## src/rtl/rv32i_pkg.sv

```systemverilog
// Shared register-file constants and writeback arbitration types.
package rv32i_pkg;
  localparam int DataWidth    = 32;
  localparam int Registers    = 32;
  localparam int AddrRegWidth = 5;

  typedef enum logic {PRIO_A, FORCE_B} arb_state_e;

  typedef struct packed {
    logic [AddrRegWidth-1:0] rd;
    logic [DataWidth-1:0]    wdata;
  } wb_req_t;
endpackage

```

## src/rtl/wb_scoreboard.sv

```systemverilog
// Pending-write scoreboard for long-latency results; clears land on the
// register-file commit edge, one cycle after the B handshake.
module wb_scoreboard #(
  parameter int Registers    = 32,
  parameter int AddrRegWidth = 5
) (
  input  logic                    clk,
  input  logic                    rst,
  input  logic                    sb_set,
  input  logic [AddrRegWidth-1:0] sb_set_rd,
  input  logic                    b_xfer,
  input  logic [AddrRegWidth-1:0] b_rd,
  input  logic [AddrRegWidth-1:0] q_rs1,
  input  logic [AddrRegWidth-1:0] q_rs2,
  output logic                    q_rs1_busy,
  output logic                    q_rs2_busy,
  output logic                    sb_err
);
  import rv32i_pkg::*;

  logic [Registers-1:0]    pending;
  logic                    clr_vld;
  logic [AddrRegWidth-1:0] clr_rd;
  logic                    set_hit, set_err, b_err;

  // A bit whose clear lands on this edge no longer counts as pending.
  always_comb begin
    set_hit = sb_set && (sb_set_rd != '0);
    set_err = set_hit && pending[sb_set_rd] && !(clr_vld && clr_rd == sb_set_rd);
    b_err   = b_xfer && (b_rd != '0) &&
              (!pending[b_rd] || (clr_vld && clr_rd == b_rd));
  end

  always_ff @(posedge clk) begin
    if (rst) begin
      pending <= '0;
      clr_vld <= 1'b0;
      clr_rd  <= '0;
      sb_err  <= 1'b0;
    end else begin
      clr_vld <= b_xfer && (b_rd != '0);
      clr_rd  <= b_rd;
      if (clr_vld) pending[clr_rd]    <= 1'b0;
      if (set_hit) pending[sb_set_rd] <= 1'b1;
      if (set_err || b_err) sb_err <= 1'b1;
    end
  end

  assign q_rs1_busy = (q_rs1 != '0) && pending[q_rs1];
  assign q_rs2_busy = (q_rs2 != '0) && pending[q_rs2];
endmodule

```

## src/rtl/wb_port_arbiter.sv

```systemverilog
// Shares the register-file write port between pipeline (A) and long-latency
// (B) writebacks; A has priority until B has starved StarveLimit cycles.
module wb_port_arbiter #(
  parameter int DataWidth    = 32,
  parameter int Registers    = 32,
  parameter int AddrRegWidth = 5,
  parameter int StarveLimit  = 4
) (
  input  logic                    clk,
  input  logic                    rst,
  input  logic                    a_valid,
  output logic                    a_ready,
  input  logic [AddrRegWidth-1:0] a_rd,
  input  logic [DataWidth-1:0]    a_wdata,
  input  logic                    b_valid,
  output logic                    b_ready,
  input  logic [AddrRegWidth-1:0] b_rd,
  input  logic [DataWidth-1:0]    b_wdata,
  input  logic                    sb_set,
  input  logic [AddrRegWidth-1:0] sb_set_rd,
  input  logic [AddrRegWidth-1:0] q_rs1,
  input  logic [AddrRegWidth-1:0] q_rs2,
  output logic                    q_rs1_busy,
  output logic                    q_rs2_busy,
  output logic                    rf_wen,
  output logic [AddrRegWidth-1:0] rf_rd,
  output logic [DataWidth-1:0]    rf_wdata,
  output logic                    sb_err
);
  import rv32i_pkg::*;

  localparam logic [3:0] StarveMax = 4'(StarveLimit - 1);

  arb_state_e state;
  logic [3:0] starve_cnt;
  logic       a_xfer, b_xfer, b_lose;
  wb_req_t    win;

  always_comb begin
    a_ready = !rst && ((state == PRIO_A) ? 1'b1 : !b_valid);
    b_ready = !rst && ((state == PRIO_A) ? !a_valid : 1'b1);
    a_xfer  = a_valid && a_ready;
    b_xfer  = b_valid && b_ready;
    b_lose  = b_valid && !b_ready;
    win     = a_xfer ? '{rd: a_rd, wdata: a_wdata} : '{rd: b_rd, wdata: b_wdata};
  end

  always_ff @(posedge clk) begin
    if (rst) begin
      state      <= PRIO_A;
      starve_cnt <= '0;
      rf_wen     <= 1'b0;
      rf_rd      <= '0;
      rf_wdata   <= '0;
    end else begin
      if (!b_lose)                  starve_cnt <= '0;
      else if (starve_cnt != 4'hF)  starve_cnt <= starve_cnt + 4'd1;
      case (state)
        PRIO_A:  if (b_lose && starve_cnt == StarveMax) state <= FORCE_B;
        FORCE_B: if (b_xfer || !b_valid)                state <= PRIO_A;
        default:                                        state <= PRIO_A;
      endcase
      // x0 writes complete the handshake but never reach the register file.
      rf_wen <= (a_xfer || b_xfer) && (win.rd != '0);
      if (a_xfer || b_xfer) begin
        rf_rd    <= win.rd;
        rf_wdata <= win.wdata;
      end
    end
  end

  wb_scoreboard #(.Registers(Registers), .AddrRegWidth(AddrRegWidth)) u_sb (
    .clk        (clk),
    .rst        (rst),
    .sb_set     (sb_set),
    .sb_set_rd  (sb_set_rd),
    .b_xfer     (b_xfer),
    .b_rd       (b_rd),
    .q_rs1      (q_rs1),
    .q_rs2      (q_rs2),
    .q_rs1_busy (q_rs1_busy),
    .q_rs2_busy (q_rs2_busy),
    .sb_err     (sb_err)
  );
endmodule

```

## config.mk

```make
export PLATFORM = sky130hd
export DESIGN_NAME = wb_port_arbiter
export DESIGN_NICKNAME = d
export VERILOG_FILES = /design/src/rtl/rv32i_pkg.sv /design/src/rtl/wb_scoreboard.sv /design/src/rtl/wb_port_arbiter.sv
export SDC_FILE = /design/constraint.sdc
export NUM_CORES = 1
export LEC_CHECK = 0
export ABC_AREA = 1
export BUFFER_PORTS_ARGS = -buffer_cell sky130_fd_sc_hd__buf_2
export CORE_UTILIZATION = 57
export CTS_CLUSTER_SIZE = 14
export DETAILED_ROUTE_END_ITERATION = 8
export PLACE_DENSITY_LB_ADDON = 0.12
export SETUP_SLACK_MARGIN = 0.05
export SLEW_MARGIN = 20
export SYNTH_ARGS = -nofsm -noshare
export SYNTH_HDL_FRONTEND = slang
export SYNTH_SLANG_ARGS = --single-unit
```

## constraint.sdc

```tcl
create_clock -name clk -period 3 [get_ports clk]
set_clock_uncertainty 0.15 [all_clocks]
set_input_delay 0.15 -clock clk [delete_from_list [all_inputs] [get_ports clk]]
set_output_delay 0.15 -clock clk [all_outputs]
set_load 0.02 [all_outputs]
```

# [Word level (Yosys, flattened, before mapping)]
# Index checks and enable logic that the tools add are counted.
[word_totals] ff_bits=82 in_bits=94 output_inout_bits=43 word_cells=81
[classes] add_sub_neg=1 magnitude_cmp=7 n_eq_ne=4 mux=21 bitwise=5 n_reduce_logical=34
[ops] op="$mux W32" n=3
[ops] op="$mux W37" n=1
[ops] op="$and A32 B32 Y32" n=1
[ops] op="$not A32 Y32" n=1
[ops] op="$or A32 B32 Y32" n=1
[ops] op="$lt A5 B6 Y1 const B" n=5
[ops] op="$reduce_bool A5 Y1" n=5
[ops] op="$bmux W1 S5" n=4
[ops] op="$logic_and A1 B1 Y1" n=18
[ops] op="$demux W1 S5" n=2
[ops] op="$eq A5 B5 Y1" n=2
[ops] op="$ge A5 B1 Y1 const B" n=2
[ops] op="$mux W1" n=10
[ops] op="$logic_not A1 Y1" n=6
[ops] op="$add A4 B1 Y4 const B" n=1
[ops] op="$eq A4 B2 Y1 const B" n=1
[ops] op="$logic_or A1 B1 Y1" n=4
[ops] op="$ne A4 B4 Y1 const B" n=1
[ops] op="$not A1 Y1" n=2
[ops] op="$pmux W1 S2" n=1
[ops] op="$reduce_or A2 Y1" n=1

# [Longest topological paths before layout]
# Gate-level depths: netlist of the first run.
[depth] word_depth=10 mapped_depth=13 mapped_depth_nobuf=11

# [Cells and area by module]
# Synthesis of the first run repeated with hierarchy kept, for this count alone.
[hier_totals] hier_cells=804 hier_area_um2=5027.3
[by_module_without_submodules] module="wb_scoreboard" n_inst=1 cells_per_inst=517 area_each_um2=2966.6
[by_module_without_submodules] module="wb_port_arbiter" n_inst=1 cells_per_inst=287 area_each_um2=2060.7

# [Worst setup path after synthesis of the first run]
# Ideal clock, no wire load.
[synth_timing] path_kind="register -> register" start="reg state" end="reg rf_wen" setup_ns=0.138 t_arrival_ns=1.211 t_required_ns=2.712 slack_ns=1.501 stages_incl_launch_ff=6 n_path_buf=1 synth_period_minus_slack_ns=1.499 cell_sequence="dfxtp_1 > a21oi_4 > nand2_4 > buf_2 > o21ai_0 > a41oi_1"
[synth_via] elab_chain_cells=6 word_cells_on_any_way=10 cone_classes="mux: 3; reduce/logical: 7"
[synth_lines] element="start, declared" line="wb_port_arbiter.sv:34" source="arb_state_e state;"
[synth_lines] element="start signal, assigned" line="wb_port_arbiter.sv:50" source="state <= PRIO_A;"
[synth_lines] element="start signal, assigned" line="wb_port_arbiter.sv:59" source="PRIO_A: if (b_lose && starve_cnt == StarveMax) state <= FORCE_B;"
[synth_lines] element="start signal, assigned" line="wb_port_arbiter.sv:60" source="FORCE_B: if (b_xfer || !b_valid) state <= PRIO_A;"
[synth_lines] element="$mux W1 (*)" line="wb_port_arbiter.sv:40" source="a_ready = !rst && ((state == PRIO_A) ? 1'b1 : !b_valid);"
[synth_lines] element="$logic_and A1 B1 Y1 (*)" line="wb_port_arbiter.sv:40"
[synth_lines] element="net a_ready" line="wb_port_arbiter.sv:12" source="output logic a_ready,"
[synth_lines] element="$logic_and A1 B1 Y1 (*)" line="wb_port_arbiter.sv:42" source="a_xfer = a_valid && a_ready;"
[synth_lines] element="$mux W37" line="wb_port_arbiter.sv:45" source="win = a_xfer ? '{rd: a_rd, wdata: a_wdata} : '{rd: b_rd, wdata: b_wdata};"
[synth_lines] element="$reduce_bool A5 Y1" line="wb_port_arbiter.sv:64" source="rf_wen <= (a_xfer || b_xfer) && (win.rd != '0);"
[synth_lines] element="$logic_and A1 B1 Y1 (*)" line="wb_port_arbiter.sv:64"
[synth_lines] element="end signal, assigned" line="wb_port_arbiter.sv:64"
[synth_lines] element="end, declared" line="wb_port_arbiter.sv:25" source="output logic rf_wen,"
# The timed path passes the listed nets; every way through them passes the cells marked *.
# A chain may end at the register's enable or synchronous reset.

# [Worst setup path in the final report of the first run]
[layout_timing] start="reg state" end="reg rf_wdata[16]"
[layout_via] elab_chain_cells=4 word_cells_on_any_way=8 cone_classes="mux: 3; reduce/logical: 5"
[layout_lines] element="$mux W1, on equally long branches" line="wb_port_arbiter.sv:40, wb_port_arbiter.sv:41"
[layout_lines] element="$logic_and A1 B1 Y1, on equally long branches" line="wb_port_arbiter.sv:40, wb_port_arbiter.sv:41"
[layout_lines] element="$logic_and A1 B1 Y1, on equally long branches" line="wb_port_arbiter.sv:42, wb_port_arbiter.sv:43"
[layout_lines] element="$mux W37 / $logic_or A1 B1 Y1 (equally long branches)" line="wb_port_arbiter.sv:45, wb_port_arbiter.sv:65"
[layout_lines] element="end signal, assigned" line="wb_port_arbiter.sv:67" source="rf_wdata <= win.wdata;"
[layout_lines] element="end, declared" line="wb_port_arbiter.sv:27" source="output logic [DataWidth-1:0] rf_wdata,"
# Parallel ways exist; a longest one is shown, timed or not.

==> flow_metrics.py, run 1 <==
metrics = {
    "status": {
        "outcome": "finished clean",
    },
    "timing": {
        "rsz0062_at_grt": "false",
        "setup_ws_ns": 0.883,
        "relSlewSlack": 0.616,
        "fin_crit_sh": 0.706,
        "layout_min_cycle_time_ns": 2.12,
        "worst_pin_slew_ns": 0.573,
        "setup_viol": 0,
        "hold_viol_final": 0,
        "final-max-slew-violation-count": 0,
        "fmax_mhz": 472,
        "setup_tns_ns": 0,
    },
    "placed_design": {
        "io_buffers": 136,
        "dp_hpwl_um": 11300,
        "pre_cts_slack_ns": 0.841,
        "gp_congestion": 0.955,
    },
    "setup_path": {
        "critPathArrivalTime_ns": 2.20,
        "path_max_fanout": 44,
        "reg2reg_depth": 6,
        "r2r_setup_slack_ns": 0.88,
        "end_kind": "flip-flop",
        "cp.required_ns": 3.08,
        "worstSetupStartpointType": "flip-flop",
        "reg2reg_from": "state",
        "worstReg2RegEnd": "rf_wdata[16]",
        "criticalPathCategory": "flip-flop to flip-flop",
    },
    "synthesis": {
        "yosysMostFrequentCell": "nand2_1",
        "synth_fp_nets": 872,
        "synth_common_cells": "nand2_1 (208), a21oi_1 (98), o21ai_0 (85), dfxtp_1 (82), nand3_1 (61)",
        "ys_ff_latch": 82,
        "synth_cell_types": 34,
        "netlist_area_um2": 5000,
        "syn_area_per_cell_um2": 6.44,
        "yosysSeqAreaShare": 0.328,
        "synth_top_area_share": 0.328,
        "postSynthCellCount": 777,
        "yosys_warnings": 0,
        "synth_edf_count": 0,
        "synth_top_area_cell": "dfxtp_1",
        "synthFlopType": "dfxtp_1",
        "synth_area_leaders": "dfxtp_1 (33%), nand2_1 (16%), a21oi_1 (9.8%), o21ai_0 (8.5%), nand3_1 (6.1%)",
        "ys_async_sr_fraction": 0,
    },
    "global_route": {
        "grt_max_degree": 51,
        "first_global_vias": 5445,
        "grt-busiest-layer": "met2",
        "grt_pass1_wl_um": 26000,
        "antenna_found_initial": 0,
        "use_met3": 0.0853,
        "global_route.usage.met1": 0.425,
        "overflow": 0,
        "grtUsageTotal": 0.370,
        "gr-usage-met2": 0.643,
    },
    "final_layout": {
        "antenna_cells": 0,
        "area_growth_pct": 22.4,
        "drive_gt1_frac": 0.197,
        "fin_nets": 1015,
    },
    "route": {
        "vias_per_cell": 5.94,
        "avgRoutedWirePerCell_um": 16.4,
        "detail_route.first_pass.iterations": 6,
        "ant_nets": 0,
        "dr_total_vias": 6111,
        "drc": 0,
        "drt_iter0_drc": 555,
        "totalWireLength_um": 16900,
    },
    "floorplan": {
        "die_area_um2": 9160,
        "core_area_um2": 8340,
        "fp.dieW_um": 95.7,
        "initial_utilization": 0.600,
        "rows": 33,
        "die_h_um": 95.7,
        "io_pins": 137,
    },
    "worst_hold_path": {
        "holdPathEnd": "rf_rd[2]",
        "whs_path_depth": 3,
        "worstHoldPathType": "primary input to flip-flop",
        "worstHoldStart": "a_rd[2]",
    },
    "clock_tree": {
        "tritoncts": "done",
        "cts.sink_count": 82,
        "cts_max_level": 3,
        "cts_setup_buffers": 0,
        "cts_buffers": 9,
        "cts_buffer_depth": 2,
        "cts-root-buf": "clkbuf_8",
        "cts.clk_slew.worst_paths_ns": 0.09,
        "worstSkewPairLatency_ns": 0.34,
    },
    "power": {
        "worst_ir_drop_vdd_uv": 340,
        "power_frac_clock": 0.323,
        "p_sw_mw": 0.800,
        "p_per_area_nw_per_um2": 417,
        "internal-power_mw": 1.76,
        "power_frac_comb": 0.218,
        "p_seq_frac": 0.459,
        "p_leak_nw": 2.72,
        "swShare": 0.313,
    },
    "flow_run": {
        "maxCapViolations": 0,
    },
}
==> worst max-delay path by stage <==
stage,depth (start not counted),slack [ns],endpoint,from
CTS,5,0.87,rf_wen,state
floorplan,5,1.50,rf_wen,state
detailed placement,6,0.84,rf_wen,rst
global placement,7,0.95,rf_rd[1],rst
global route,6,0.70,rf_wdata[16],state
finish,6,0.88,rf_wdata[16],state
==> per-stage QoR <==
| step | hold slack, ns | total power [mW] | instance area, um^2 | std cells | utilization |
|---|---|---|---|---|---|
| floorplan | 0.134 | 1.54 | 5000 | 777 | - |
| global placement | 0.246 | 1.68 | 5550 | 976 | 0.665 |
| detailed placement | 0.254 | 1.69 | 5550 | 976 | 0.665 |
| CTS | 0.00593 | 2.53 | 6130 | 1029 | 0.735 |
| global route | 0.0278 | 2.65 | 6130 | 1029 | 0.735 |
| finish | 0.0219 | 2.56 | 6130 | 1029 | 0.735 |
==> kinds of logic after synthesis <==
group,after synthesis,synth area share
AND/OR/NAND/NOR,326,0.281
AO/OA/AOI/OAI,258,0.281
adder cells (fa/ha/maj),1,0.00250
flip-flops,82,0.328
XOR/XNOR,1,0.00175
buffers and inverters,109,0.106
==> timing repair <==
action | 4_1_cts | 5_1_grt
endpoints found under the hold margin | 34 | 0
hold buffers | 38 | 0
gates resized for setup | 0 | 0
setup endpoints to repair | 0 | 0
==> final cells by class <==
cell class	instances	area, um^2
Multi-Input combinational cell	586	2830
Fill cell	677	2210
Sequential cell	82	1640
Timing Repair Buffer	175	1070
Inverter	66	254
Clock buffer	10	138
Tap cell	105	131
Clock inverter	5	61.3
==> per-layer routing <==
metal | vias up | part of all wire
li1 | 2889 | -
met1 | 2723 | 0.37
met4 | 0 | 0.051
met3 | 78 | 0.093
met5 | - | 0
met2 | 421 | 0.48
==> flip-flops by register name (all words and copies together) (netlist names), 4 cells and up <==
| name | cells |
|---|---|
| rf_wdata | 32 |
| rf_rd | 5 |
| u_sb.clr_rd | 5 |
| starve_cnt | 4 |
| u_sb.pending | 32 |
==> power groups by stage <==
stage | registers [mW] | logic [mW] | clock network [mW]
after CTS | 1.17 | 0.536 | 0.828
after global routing | 1.18 | 0.602 | 0.873
final | 1.17 | 0.557 | 0.826
after global placement | 1.20 | 0.482 | 0
after floorplan | 1.23 | 0.302 | 0
after detailed placement | 1.19 | 0.496 | 0
==> cell usage in the layout, fill, tap and decap left out <==
cell type	instances
o21a_1	27
clkinv_1	1
bufinv_16	1
inv_2	9
nand3_1	61
nor2_1	33
xor2_1	1
buf_2	136
a211oi_1	1
nor4_1	2
nand2_4	2
a41oi_1	1
dlygate4sd3_1	38
nand2_8	1
inv_1	53
clkinv_4	1
inv_6	2
o21ai_0	85
nand2_1	208
nor3_1	5
a21oi_4	1
inv_4	2
o41ai_1	1
o22ai_1	5
o211ai_1	6
nor3_2	8
clkbuf_8	10
nor2_2	3
a31oi_1	2
clkinv_2	2
a21oi_1	98
ha_1	1
buf_4	1
or2_2	3
o21ai_1	31
dfxtp_1	82
==> worst max-delay path: stages (launching register included) <==
cell	delay, ns
dfxtp_1	0.35
a21oi_4	0.18
nand2_4	0.30
nand2_8	0.31
clkinv_2	0.41
nand2_1	0.19
a21oi_1	0.09
No activity file was read; power rests on OpenSTA's default activity.
==> run 2: changes to the inputs <==
- ABC_AREA: 1 -> 0
- CORE_UTILIZATION: 57 -> 52
- clock period: 3 -> 2.2 ns (I/O delays scaled with it)
==> run 2 against run 1 <==
  * The flow now finishes with violations (negative hold slack, negative setup slack)
  * Global-route usage down 2.9 points
  * Wire length down 4.3%
  * Die area up 0.23%
  * Setup slack worse by 1.0 ns
  * Cell count down 23%
  * Hold slack worse by 0.063 ns
  * Sequential power up 38%
  * Count of clock-buffer cells in the layout up 1
==> flow_metrics.py, run 2 <==
metrics = {
    "synthesis": {
        "netlist_area_um2": 4580,
        "postSynthCellCount": 483,
        "synth_edf_count": 0,
        "ys_async_sr_fraction": 0,
        "yosysMostFrequentCell": "dfxtp_1",
        "synth_cell_types": 40,
        "synth_fp_nets": 578,
        "ys_ff_latch": 82,
        "synth_common_cells": "dfxtp_1 (82), nor2_1 (48), mux2i_1 (40), a211oi_1 (38), nand2_1 (36)",
        "synth_top_area_share": 0.359,
        "synth_area_leaders": "dfxtp_1 (36%), mux4_2 (14%), mux2i_1 (8.7%), a211oi_1 (6.2%), nor2_1 (3.9%)",
        "syn_area_per_cell_um2": 9.48,
        "synth_top_area_cell": "dfxtp_1",
        "yosys_warnings": 0,
        "yosysSeqAreaShare": 0.359,
        "synthFlopType": "dfxtp_1",
    },
    "final_layout": {
        "final_cells": 794,
        "area_growth_pct": 43.7,
        "top_regs": "rf_wdata (32), u_sb.pending (32)",
        "fin_area_um2": 6580,
        "fin_nets": 779,
        "final_common_cell": "buf_2",
        "drive_gt1_frac": 0.409,
        "antenna_cells": 0,
        "final_cell_mix": "buf_2 (134), dlygate4sd3_1 (60), dfxtp_1 (56)",
    },
    "setup_path": {
        "crit_path_frequent_cell": "mux4_2",
        "reg2reg_depth": 6,
        "worstSetupStartpointType": "flip-flop",
        "cp.required_ns": 1.94,
        "critPathArrivalTime_ns": 2.06,
        "path_max_fanout": 5,
        "critPathMaxStageDelay_ns": 0.47,
        "cp_slowest_cell": "mux4_2",
        "end_kind": "output pin",
        "crit_chain": "mux4_2 > mux4_2 > mux2_4 > buf_6",
        "criticalPathCategory": "flip-flop to output pin",
    },
    "timing": {
        "setup_viol": 2,
        "relSlewSlack": 0.547,
        "fmax_mhz": 431,
        "setup_ws_ns": -0.118,
        "final-max-slew-violation-count": 0,
        "setup_tns_ns": -0.230,
        "fin_crit_sh": 1.05,
        "hold_viol_final": 4,
        "rsz0062_at_grt": "true",
        "worst_pin_slew_ns": 0.676,
        "fin_hold_ws_ns": -0.0415,
        "layout_min_cycle_time_ns": 2.32,
    },
    "route": {
        "drt_iter0_drc": 396,
        "ant_nets": 0,
        "drc": 0,
        "detail_route.first_pass.iterations": 6,
        "totalWireLength_um": 16200,
        "avgRoutedWirePerCell_um": 20.3,
        "vias_per_cell": 6.18,
        "dr_total_vias": 4906,
    },
    "global_route": {
        "gr-usage-met2": 0.569,
        "overflow": 0,
        "grt-busiest-layer": "met2",
        "global_route.usage.met1": 0.423,
        "first_global_vias": 4592,
        "antenna_found_initial": 0,
        "use_met3": 0.0869,
        "grt_pass1_wl_um": 23400,
        "grt_max_degree": 61,
        "grtUsageTotal": 0.341,
    },
    "power": {
        "p_leak_nw": 2.68,
        "p_per_area_nw_per_um2": 538,
        "power_frac_clock": 0.329,
        "swShare": 0.299,
        "internal-power_mw": 2.48,
        "p_seq_frac": 0.458,
        "power_frac_comb": 0.213,
        "p_sw_mw": 1.06,
        "worst_ir_drop_vdd_uv": 419,
    },
    "floorplan": {
        "die_h_um": 95.8,
        "fp.dieW_um": 95.8,
        "core_area_um2": 8380,
        "io_pins": 137,
        "initial_utilization": 0.546,
        "rows": 33,
        "die_area_um2": 9180,
    },
    "clock_tree": {
        "cts.clk_slew.worst_paths_ns": 0.09,
        "worstSkewPairLatency_ns": 0.36,
        "cts_buffer_depth": 2,
        "cts_max_level": 3,
        "tritoncts": "done",
        "cts.sink_count": 82,
        "cts-root-buf": "clkbuf_8",
        "cts_buffers": 9,
    },
    "placed_design": {
        "gp_congestion": 0.936,
        "io_buffers": 136,
        "pre_cts_slack_ns": 0.132,
        "dp_cells": 690,
        "place_area_um2": 5320,
        "dp_hpwl_um": 9370,
    },
    "worst_hold_path": {
        "whs_path_depth": 3,
        "worstHoldPathType": "primary input to flip-flop",
    },
    "status": {
        "outcome": "complete, but fails checks",
        "violations": "negative hold slack, negative setup slack",
    },
    "flow_run": {
        "maxCapViolations": 0,
    },
}
-- run 2: cell types whose count changed in the layout (fill, tap and decap cells not counted), sizes merged, moves of 29 or more --
cell	previous run	this run
a211oi	1	38
a21oi	99	34
buf	137	172
inv	66	2
mux2i	0	40
mux4	0	29
nand2	211	36
nand3	61	11
o21ai	116	34
-- run 2: per-stage QoR --
stage	util	total power, mW
floorplan	-	1.98
global placement	0.634	2.20
detailed placement	0.634	2.21
CTS	0.756	3.47
global route	0.785	3.66
finish	0.785	3.54
-- run 2: final timing paths --
| kind | from | end | slack [ns] |
|---|---|---|---|
| worst max-delay path | u_sb.pending[11] | q_rs1_busy | -0.12 |
| worst min-delay path | b_wdata[5] | rf_wdata[5] | -0.04 |
| worst min register to register | starve_cnt[3] | state | 0.35 |
| worst max register to register | u_sb.pending[31] | u_sb.sb_err | 0.33 |
-- run 2: cell type report --
cell class | instances | area, um^2
inverter | 1 | 3.75
timing repair buffer | 236 | 1710
clock buffer | 11 | 141
fill | 507 | 1800
tap | 105 | 131
multi-input combinational | 354 | 2860
clock inverter | 5 | 61.3
sequential | 82 | 1680
-- run 2: kinds of logic (layout without fill, tap and decap cells) --
| group | Yosys count | after routing | share of synthesized area |
|---|---|---|---|
| AOI/OAI and AO/OA | 118 | 118 | 0.157 |
| xor gates and xnor gates | 11 | 11 | 0.0211 |
| adders and majority gates | 1 | 1 | 0.00273 |
| buffers and inverters | 47 | 253 | 0.0435 |
| DFF | 82 | 82 | 0.359 |
| muxes | 83 | 83 | 0.265 |
| and+or+nand+nor | 141 | 141 | 0.152 |
-- run 2: per-layer routing --
metal	vias up	part of all wire
met2	321	0.48
met3	61	0.088
met4	0	0.037
met1	2335	0.39
met5	-	0
li1	2189	-
-- run 2: worst max-delay path: cells and delay by family, from the launching register on --
family / cells / cell delay [ns]
mux: 3 / 1.21
buf+inv: 1 / 0.13
flops: 1 / 0.36
-- run 2: timing repair --
item,CTS,global route
gates cloned,0,4
endpoints found under the hold margin,46,17
pin swaps,0,2
hold buffers,75,17
buffers inserted,2,21
setup endpoints to repair,2,34
resized for setup,30,35
-- run 2: power groups by stage --
stage / clock network (mW) / registers (mW) / logic (mW)
after floorplan: 0 / 1.69 / 0.294
after global placement: 0 / 1.64 / 0.557
after detailed placement: 0 / 1.64 / 0.566
after CTS: 1.18 / 1.61 / 0.687
after global routing: 1.23 / 1.63 / 0.803
final: 1.16 / 1.62 / 0.754
==> run 3: changes to the inputs <==
- CELL_PAD_IN_SITES_DETAIL_PLACEMENT: not set -> 0
- CELL_PAD_IN_SITES_GLOBAL_PLACEMENT: not set -> 1
- CORE_UTILIZATION: 52 -> 39
- SETUP_SLACK_MARGIN: 0.05 -> not set
==> run 3 against run 2 <==
  * The run still ends with negative hold slack, negative setup slack left
  * Count of clock-buffer cells in the layout decreased by 1
  * Total power is 7.6% higher
  * Setup slack better by 0.012 ns
  * Cell count grew 4.2%
  * Combinational power is 4.9% lower
  * Fmax increased by 0.53%
  * Non-clock buffer count shrank 6
  * Flip-flop and latch count unchanged
  * Largest cell class unchanged
  * Die area is 33% higher
  * Cell area about the same
==> flow_metrics.py, run 3 (synthesis results as in run 2) <==
metrics = {
    "power": {
        "worst_ir_drop_vdd_uv": 372,
        "p_per_area_nw_per_um2": 579,
        "p_leak_nw": 2.71,
        "p_total_mw": 3.81,
    },
    "status": {
        "outcome": "complete, but fails checks",
        "violations": "negative hold slack, negative setup slack",
    },
    "route": {
        "totalWireLength_um": 15200,
        "drc": 0,
        "avgRoutedWirePerCell_um": 18.4,
        "ant_nets": 0,
        "detail_route.first_pass.iterations": 5,
        "vias_per_cell": 5.60,
        "drt_iter0_drc": 212,
        "dr_total_vias": 4635,
    },
    "floorplan": {
        "die_area_um2": 12200,
        "io_pins": 137,
        "rows": 39,
        "core_area_um2": 11400,
        "fp.dieW_um": 110,
        "die_h_um": 110,
        "initial_utilization": 0.401,
    },
    "final_layout": {
        "fin_area_um2": 6580,
        "final_cell_mix": "buf_2 (134), dfxtp_1 (67), dlygate4sd3_1 (65)",
        "top_regs": "rf_wdata (32), u_sb.pending (32)",
        "fillers": 1025,
        "fin_nets": 774,
        "antenna_cells": 0,
        "area_growth_pct": 43.7,
        "postLayoutCoreUtil": 0.576,
        "final_common_cell": "buf_2",
        "drive_gt1_frac": 0.358,
    },
    "global_route": {
        "grt_pass1_wl_um": 22500,
        "grtUsageTotal": 0.247,
        "global_route.usage.met1": 0.303,
        "gr-usage-met2": 0.407,
        "use_met3": 0.0711,
        "overflow": 0,
        "grt_max_degree": 59,
        "antenna_found_initial": 0,
        "grt-busiest-layer": "met2",
        "first_global_vias": 4519,
    },
    "timing": {
        "relSlewSlack": 0.526,
        "rsz0062_at_grt": "true",
        "fin_hold_ws_ns": -0.0248,
        "setup_ws_ns": -0.105,
        "hold_viol_final": 6,
        "setup_viol": 2,
        "fmax_mhz": 434,
        "final-max-slew-violation-count": 0,
        "setup_tns_ns": -0.200,
        "fin_crit_sh": 1.05,
        "worst_pin_slew_ns": 0.709,
        "layout_min_cycle_time_ns": 2.31,
    },
    "placed_design": {
        "pre_cts_slack_ns": 0.118,
        "place_area_um2": 5390,
        "dp_hpwl_um": 9770,
        "io_buffers": 136,
        "gp_congestion": 0.839,
    },
    "clock_tree": {
        "tritoncts": "done",
        "worstSkewPairLatency_ns": 0.34,
        "cts-root-buf": "clkbuf_16",
        "cts.clk_slew.worst_paths_ns": 0.06,
        "cts_max_level": 3,
        "cts.sink_count": 82,
        "cts_buffer_depth": 2,
        "cts_buffers": 9,
    },
    "setup_path": {
        "path_max_fanout": 5,
        "criticalPathCategory": "flip-flop to output pin",
        "critPathArrivalTime_ns": 2.05,
        "worstSetupStartpointType": "flip-flop",
        "end_kind": "output pin",
        "cp.required_ns": 1.94,
    },
    "flow_run": {
        "maxCapViolations": 0,
    },
    "worst_hold_path": {
        "worstHoldPathType": "primary input to flip-flop",
    },
}
[run 3: cell count changes in the layout (fill, tap and decap cells not counted), moves of 7 or more]
cell / before / now
mux2i_1: 30 / 40
dfxtp_2: 25 / 14
clkbuf_8: 10 / 0
mux2i_2: 7 / 0
buf_4: 30 / 19
dfxtp_1: 56 / 67
clkbuf_16: 3 / 10
[run 3: cell type report]
type,count,area (um^2),share of cell area
inverters,1,3.75,0.000571
clock buffers,10,229,0.0348
multi-input cells,355,2800,0.425
flip-flops and latches,82,1660,0.253
repair buffers,230,1650,0.251
clock inverters,6,57.6,0.00875
well taps,143,179,0.0272
[run 3: critical path: stages, from the launching register on]
cell and delay, ns:
dfxtp_2 0.34, mux4_2 0.46, mux4_2 0.49, mux2_4 0.29
buf_6 0.13
[run 3: repair_timing]
| item | in CTS | in global routing |
|---|---|---|
| endpoints found under the setup margin | 2 | 27 |
| hold buffers | 75 | 1 |
| gates resized for setup | 15 | 25 |
| buffers inserted | 0 | 9 |
| pin swaps | 0 | 1 |
| endpoints found under the hold margin | 44 | 1 |
| cloned | 0 | 5 |
[run 3: through the flow]
step | hold WS [ns] | std cells
final | -0.0248 | 827
after floorplan | 0.0882 | 483
after global routing | 0.00691 | 827
after CTS | 0.0265 | 821
after detailed placement | 0.231 | 730
after global placement | 0.228 | 730
[run 3: power by group]
| group | internal [mW] | switching [mW] |
|---|---|---|
| Clock | 0.871 | 0.609 |
| Combinational | 0.357 | 0.361 |
| Sequential | 1.55 | 0.0553 |
| Total | 2.78 | 1.03 |
[run 3: worst paths after layout]
check                   startpoint           end  slack, ns  depth (start not counted)
setup / recovery  u_sb.pending[15]    q_rs2_busy      -0.11                          4
hold / removal         b_wdata[23]  rf_wdata[23]      -0.02                          3
setup reg to reg             state   rf_wdata[1]       0.07                          8
hold reg to reg      starve_cnt[3]         state       0.32                          1
[run 3: layer usage]
metal | wire length [um] | up-vias
met4 | 417 | 0
li1 | - | 2178
met2 | 7500 | 188
met1 | 6260 | 2231
met3 | 1040 | 38
met5 | 0 | -
